### src/rtl/led_game_pkg.sv
// Shared types and constants for the LED/switch reaction game (target generator
// and score checker).
package led_game_pkg;

  localparam int unsigned NUM_LEDS_DEFAULT = 18;
  localparam int unsigned LED_IDX_W        = 5;
  localparam int unsigned LFSR_W           = 16;
  localparam logic [LFSR_W-1:0] LFSR_TAPS  = 16'hB400;

  typedef enum logic [2:0] {
    IDLE,
    PICK,
    SHOW,
    GAP,
    DONE
  } gen_state_t;

  // Reduce a raw 5-bit value into 0..n-1 by repeated subtraction (n >= 2 needs at most 15)
  function automatic logic [LED_IDX_W-1:0] fold_idx(input logic [LED_IDX_W-1:0] raw,
                                                    input int unsigned n);
    logic [LED_IDX_W-1:0] r;
    r = raw;
    for (int unsigned i = 0; i < 16; i++) begin
      if (32'(r) >= n) r = r - LED_IDX_W'(n);
    end
    return r;
  endfunction

endpackage

### src/rtl/lfsr16.sv
// Free-running 16-bit Galois LFSR; a zero seed is replaced by 1 so the
// register can never lock up.
module lfsr16
  import led_game_pkg::*;
#(
  parameter logic [LFSR_W-1:0] SEED = 16'hACE1
) (
  input  logic              clk,
  input  logic              reset,
  output logic [LFSR_W-1:0] o_state
);

  localparam logic [LFSR_W-1:0] SAFE_SEED = (SEED == '0) ? LFSR_W'(1) : SEED;

  logic [LFSR_W-1:0] r_lfsr;

  always_ff @(posedge clk or posedge reset) begin
    if (reset) r_lfsr <= SAFE_SEED;
    else       r_lfsr <= (r_lfsr >> 1) ^ (r_lfsr[0] ? LFSR_TAPS : '0);
  end

  assign o_state = r_lfsr;

endmodule

### src/rtl/led_target_generator.sv
// Reaction-game target generator: LFSR-picked one-hot target per round, hit/miss
// detection and round sequencing. Optional input sync: LED_TARGET_GEN_SYNC_EN.
module led_target_generator
  import led_game_pkg::*;
#(
  parameter int unsigned       NUM_LEDS   = NUM_LEDS_DEFAULT,
  parameter int unsigned       SHOW_TICKS = 50_000_000,
  parameter int unsigned       GAP_TICKS  = 12_500_000,
  parameter int unsigned       NUM_ROUNDS = 10,
  parameter logic [LFSR_W-1:0] LFSR_SEED  = 16'hACE1
) (
  input  logic                                clk,
  input  logic                                reset,
  input  logic                                start,
  input  logic [NUM_LEDS-1:0]                 switches,
  output logic [NUM_LEDS-1:0]                 leds,
  output logic [LED_IDX_W-1:0]                target_idx,
  output logic                                hit,
  output logic                                miss,
  output logic [$clog2(NUM_ROUNDS+1)-1:0]     round_num,
  output logic                                busy,
  output logic                                done
);

  localparam int unsigned RND_W   = $clog2(NUM_ROUNDS + 1);
  localparam int unsigned TMR_MAX = (SHOW_TICKS > GAP_TICKS) ? SHOW_TICKS : GAP_TICKS;
  localparam int unsigned TMR_W   = $clog2(TMR_MAX);

  gen_state_t           r_state, w_state_nxt;
  logic [TMR_W-1:0]     r_timer, w_timer_nxt;
  logic [NUM_LEDS-1:0]  r_sw_prev, w_sw;
  logic [NUM_LEDS-1:0]  r_leds, w_leds_nxt;
  logic [LED_IDX_W-1:0] r_target_idx, w_idx_nxt, w_raw, w_pick_idx;
  logic [RND_W-1:0]     r_round, w_round_nxt, w_round_inc;
  logic                 r_hit, w_hit_nxt, r_miss, w_miss_nxt;
  logic                 r_busy, w_busy_nxt, r_done, w_done_nxt;
  logic [LFSR_W-1:0]    w_lfsr;
  logic                 w_lfsr_unused;
  logic [31:0]          w_sw_pad, w_prev_pad;
  logic                 w_edge;

  lfsr16 #(.SEED(LFSR_SEED)) u_lfsr (
    .clk     (clk),
    .reset   (reset),
    .o_state (w_lfsr)
  );

  assign w_lfsr_unused = ^w_lfsr[LFSR_W-1:LED_IDX_W];

`ifdef LED_TARGET_GEN_SYNC_EN
  logic [NUM_LEDS-1:0] r_sync1, r_sync2;

  always_ff @(posedge clk or posedge reset) begin
    if (reset) begin
      r_sync1 <= '0;
      r_sync2 <= '0;
    end else begin
      r_sync1 <= switches;
      r_sync2 <= r_sync1;
    end
  end

  assign w_sw = r_sync2;
`else
  assign w_sw = switches;
`endif

  // Rising edge on the current target switch only
  assign w_sw_pad   = 32'(w_sw);
  assign w_prev_pad = 32'(r_sw_prev);
  assign w_edge     = w_sw_pad[r_target_idx] & ~w_prev_pad[r_target_idx];

  // Avoid repeating the previous target within a game
  assign w_raw = fold_idx(w_lfsr[LED_IDX_W-1:0], NUM_LEDS);

  always_comb begin
    w_pick_idx = w_raw;
    if (w_raw == r_target_idx && r_round != '0)
      w_pick_idx = (w_raw == LED_IDX_W'(NUM_LEDS - 1)) ? '0 : w_raw + LED_IDX_W'(1);
  end

  assign w_round_inc = r_round + RND_W'(1);

  always_comb begin
    w_state_nxt = r_state;
    w_timer_nxt = r_timer;
    w_idx_nxt   = r_target_idx;
    w_leds_nxt  = '0;
    w_hit_nxt   = 1'b0;
    w_miss_nxt  = 1'b0;
    w_round_nxt = r_round;
    case (r_state)
      IDLE, DONE: begin
        if (start) begin
          w_state_nxt = PICK;
          w_round_nxt = '0;
        end
      end
      PICK: begin
        w_idx_nxt   = w_pick_idx;
        w_leds_nxt  = NUM_LEDS'(32'd1 << w_pick_idx);
        w_timer_nxt = '0;
        w_state_nxt = SHOW;
      end
      SHOW: begin
        if (w_edge) begin
          w_hit_nxt   = 1'b1;
          w_timer_nxt = '0;
          w_state_nxt = GAP;
        end else if (r_timer == TMR_W'(SHOW_TICKS - 1)) begin
          w_miss_nxt  = 1'b1;
          w_timer_nxt = '0;
          w_state_nxt = GAP;
        end else begin
          w_timer_nxt = r_timer + TMR_W'(1);
          w_leds_nxt  = r_leds;
        end
      end
      GAP: begin
        if (r_timer == TMR_W'(GAP_TICKS - 1)) begin
          w_timer_nxt = '0;
          w_round_nxt = w_round_inc;
          w_state_nxt = (w_round_inc == RND_W'(NUM_ROUNDS)) ? DONE : PICK;
        end else begin
          w_timer_nxt = r_timer + TMR_W'(1);
        end
      end
      default: w_state_nxt = IDLE;
    endcase
    w_busy_nxt = (w_state_nxt == PICK) || (w_state_nxt == SHOW) || (w_state_nxt == GAP);
    w_done_nxt = (w_state_nxt == DONE);
  end

  always_ff @(posedge clk or posedge reset) begin
    if (reset) begin
      r_state      <= IDLE;
      r_timer      <= '0;
      r_sw_prev    <= '0;
      r_target_idx <= '0;
      r_leds       <= '0;
      r_hit        <= 1'b0;
      r_miss       <= 1'b0;
      r_round      <= '0;
      r_busy       <= 1'b0;
      r_done       <= 1'b0;
    end else begin
      r_state      <= w_state_nxt;
      r_timer      <= w_timer_nxt;
      r_sw_prev    <= w_sw;
      r_target_idx <= w_idx_nxt;
      r_leds       <= w_leds_nxt;
      r_hit        <= w_hit_nxt;
      r_miss       <= w_miss_nxt;
      r_round      <= w_round_nxt;
      r_busy       <= w_busy_nxt;
      r_done       <= w_done_nxt;
    end
  end

  assign leds       = r_leds;
  assign target_idx = r_target_idx;
  assign hit        = r_hit;
  assign miss       = r_miss;
  assign round_num  = r_round;
  assign busy       = r_busy;
  assign done       = r_done;

endmodule

### config.mk
export PLATFORM = sky130hd
export DESIGN_NAME = led_target_generator
export DESIGN_NICKNAME = d
export VERILOG_FILES = /design/src/rtl/led_game_pkg.sv /design/src/rtl/lfsr16.sv /design/src/rtl/led_target_generator.sv
export SDC_FILE = /design/constraint.sdc
export NUM_CORES = 1
export LEC_CHECK = 0
export BUFFER_PORTS_ARGS = -buffer_cell sky130_fd_sc_hd__buf_4
export CAP_MARGIN = 20
export CORE_MARGIN = 2
export CORE_UTILIZATION = 45
export CTS_CLUSTER_SIZE = 16
export DETAILED_ROUTE_END_ITERATION = 16
export REMOVE_ABC_BUFFERS = 1
export SLEW_MARGIN = 40
export SYNTH_ARGS = -nofsm -noshare
export SYNTH_HDL_FRONTEND = slang
export SYNTH_SLANG_ARGS = --single-unit
### constraint.sdc
create_clock -name clk -period 19.5 [get_ports clk]
set_input_delay 2.925 -clock clk [delete_from_list [all_inputs] [get_ports clk]]
set_output_delay 2.925 -clock clk [all_outputs]
set_load 0.005 [all_outputs]
==> results.json <==
{
  "cp_num_cells": 81,
  "p_clk_share_pct": 38.7,
  "antenna_found_initial": 0,
  "synth_area_leader_cell": "dfrtp_1",
  "crit_required_ns": 19.75,
  "grt_pass1_vias": 4933,
  "clock-root-buffer": "clkbuf_16",
  "cts_tree": "done",
  "avgSynthCellArea_um2": 8.652,
  "cts_made_buffers": 9,
  "max_slew_margin_pct": 52.73,
  "cap_violations": 0,
  "fill_cells": 1196,
  "antenna_cells": 0,
  "num_vias": 5324,
  "multi_input_area_mm2": 0.003339,
  "endpoint_kind": "register",
  "synth-seq-area-share_pct": 39.97,
  "ys_seq_elements": 94,
  "power_frac_comb_pct": 16.3,
  "arrival_ns": 17.95,
  "ctsResizeCount": 0,
  "port_buffers": 51,
  "finalSetupTns_ns": 0,
  "swShare_pct": 27.98,
  "gp_congestion": 0.9035,
  "fp-row-count": 41,
  "overflow": 0,
  "drt_iter0_drc": 450,
  "r2r_cells": 81,
  "r2r-start": "u_lfsr.o_state[0]",
  "startpoint": "u_lfsr.o_state[0]",
  "drt-met1-wl_um": 7449,
  "finalSetupViolCount": 0,
  "setup_ws_ns": 1.804,
  "cts.sinks": 94,
  "worst_pin_slew_ns": 0.7074,
  "grt_pass1_wl_um": 25100,
  "seqCellArea_mm2": 0.002362,
  "report.final.slew_viol_count": 0,
  "finalHoldViolations": 0,
  "die_x_um": 118.6,
  "initial_core_util_pct": 46.45,
  "period_needed_ns": 17.70,
  "crit_type": "reg -> reg",
  "h-tree-depth": 3,
  "p_leak_nw": 2.838,
  "wl_met3_um": 667,
  "powerDensity_mw_per_mm2": 69.83,
  "p_seq_share_pct": 45.0,
  "hold_class": "reg -> reg",
  "final_core_util_pct": 52.93,
  "grt_max_degree": 70,
  "synth_cells": 683,
  "yosysMostFrequentCell": "nand2_1",
  "top_layer": "met4",
  "cts-hold-fix-buffers": 0,
  "avgViaCountPerCell": 5.916,
  "crit_path_max_fanout": 31,
  "cts.clk_slew.worst_paths_ns": 0.07,
  "wl_um": 14880,
  "fin_worst_skew_ns": 0.006647,
  "synth.top_cell.area_share_pct": 36.42,
  "drc": 0,
  "grt_use_total_pct": 21.68,
  "cts_setup_buffers": 0,
  "p_int_mw": 0.3386,
  "critPathMaxStageDelay_ns": 0.95,
  "synth-edff-count": 0,
  "fp.coreArea_mm2": 0.01272,
  "r2r_slack_ns": 1.80,
  "power_switching_mw": 0.1316,
  "die_h_um": 118.6,
  "r2r-end": "leds[6]",
  "max_freq_ghz": 0.05651,
  "netlist_area_mm2": 0.005909,
  "crit_end": "leds[6]",
  "dr.pass1.iters": 7,
  "path_delay_family": "compound AO/OA/AOI/OAI gates",
  "crit_path_frequent_cell": "ha_1",
  "clock_latency_ns": 0.34,
  "vdd_drop_max_uv": 73.19,
  "routed-wl-met2_um": 6664,
  "ys_top_cells_by_area": "dfrtp_1 (36%), nand2_1 (6.8%), o21ai_0 (5.9%)",
  "rsz0062_at_grt": "no",
  "synth.distinct_cells": 83,
  "slowest_stage": "dfstp_2",
  "clockBufferDepth": 2,
  "drive_gt1_share_pct": 15.11,
  "wl_per_cell_um": 16.53,
  "async_reset_ff_share_pct": 100.0,
  "areaGrowthSynthToFinish_pct": 13.95,
  "status": "finished clean",
  "path_buf_inv": 3,
  "pin_count": 52,
  "final_nets": 765,
  "dieArea_mm2": 0.01406,
  "crit_path_start_kind": "register",
  "min_period_over_period_pct": 90.75,
  "dp_hpwl_um": 10730,
  "pre_cts_slack_ns": 2.187,
  "synthFlopType": "dfrtp_1",
  "ys_warn_count": 0,
  "final_antenna_net_count": 0,
  "ys_top_cells_by_count": "nand2_1 (107), dfrtp_1 (86), o21ai_0 (70)"
}
-- kinds of logic (layout without fill, tap and decap cells) --
logic type	after synthesis	count (layout)	share of synthesized area, %
muxes	5	5	1.291
and+or+nand+nor	298	298	25.73
adders and majority gates	21	21	4.446
buffers and inverters	49	94	3.642
AOI/OAI and AO/OA	208	208	23.61
DFF	94	94	39.97
xor gates and xnor gates	8	8	1.313
-- through the flow --
step	hold WS, ns	total power, mW	instances	instance area [µm²]
global placement	0.3394	0.2893	884	6414
floorplan	0.3312	0.2645	656	5777
finish	0.3552	0.4702	900	6734
global route	0.3580	0.4957	900	6734
CTS	0.3570	0.4750	900	6729
detailed placement	0.3384	0.2918	884	6420
-- worst register-to-register path: cells and delay by family, from the launching register on --
family / cells / cell delay, ns
DFF: 1 / 0.95
and+or+nand+nor: 28 / 5.73
muxes: 2 / 0.47
AOI/OAI and AO/OA: 34 / 6.69
buffers and inverters: 3 / 0.35
adders and majority gates: 14 / 3.42
-- per-layer routing --
metal  vias up  GRT usage [%]
li1       2590              -
met1      2567          32.64
met2       153          32.47
met3        14          3.909
met4         0          4.613
met5         -              0
-- cell usage in the layout (no fill, tap or decap), drive strengths merged, types with 6 or more instances in the layout --
master / n
a21oi: 28
a31oi: 12
and2: 8
and3: 11
buf: 56
clkbuf: 11
dfrtp: 86
dfstp: 8
ha: 21
inv: 23
nand2: 107
nand2b: 18
nand3: 28
nand3b: 6
nand4: 8
nor2: 51
nor2b: 7
nor3: 11
nor4: 8
o211ai: 12
o21ai: 81
o31ai: 13
o32ai: 6
o41ai: 6
or3: 7
or4: 7
-- flip-flops by register name (all words and copies together), names as in the netlist --
name	count
hit	1
miss	1
r_timer	26
done	1
u_lfsr.o_state	16
r_state	3
r_sw_prev	18
busy	1
leds	18
target_idx	5
round_num	4
-- how the worst min path moves through the flow --
stage / start / end / cells after the start
after detailed placement: u_lfsr.o_state[8] / u_lfsr.o_state[7] / 0
final: u_lfsr.o_state[7] / u_lfsr.o_state[6] / 0
after CTS: u_lfsr.o_state[6] / u_lfsr.o_state[5] / 0
after floorplan: u_lfsr.o_state[9] / u_lfsr.o_state[8] / 0
after global routing: u_lfsr.o_state[6] / u_lfsr.o_state[5] / 0
after global placement: u_lfsr.o_state[8] / u_lfsr.o_state[7] / 0
-- area by class of cell --
cell class                 instances  area share [%]
timing repair buffer              56           6.299
clock buffer                      11           3.605
tap                              172           3.196
inverter                          22           1.245
sequential                        94           35.08
clock inverter                     5          0.9848
multi-input combinational        540           49.59
-- power by group through the flow --
stage                     Combinational (mW)  Clock, mW  Sequential (mW)
after floorplan                       0.0486          0            0.216
after global placement                0.0746          0            0.215
after detailed placement              0.0766          0            0.215
after CTS                             0.0769      0.187            0.212
after global routing                  0.0857      0.197            0.213
final                                 0.0764      0.182            0.212
Note: power is estimated with default switching activity, not from simulation.
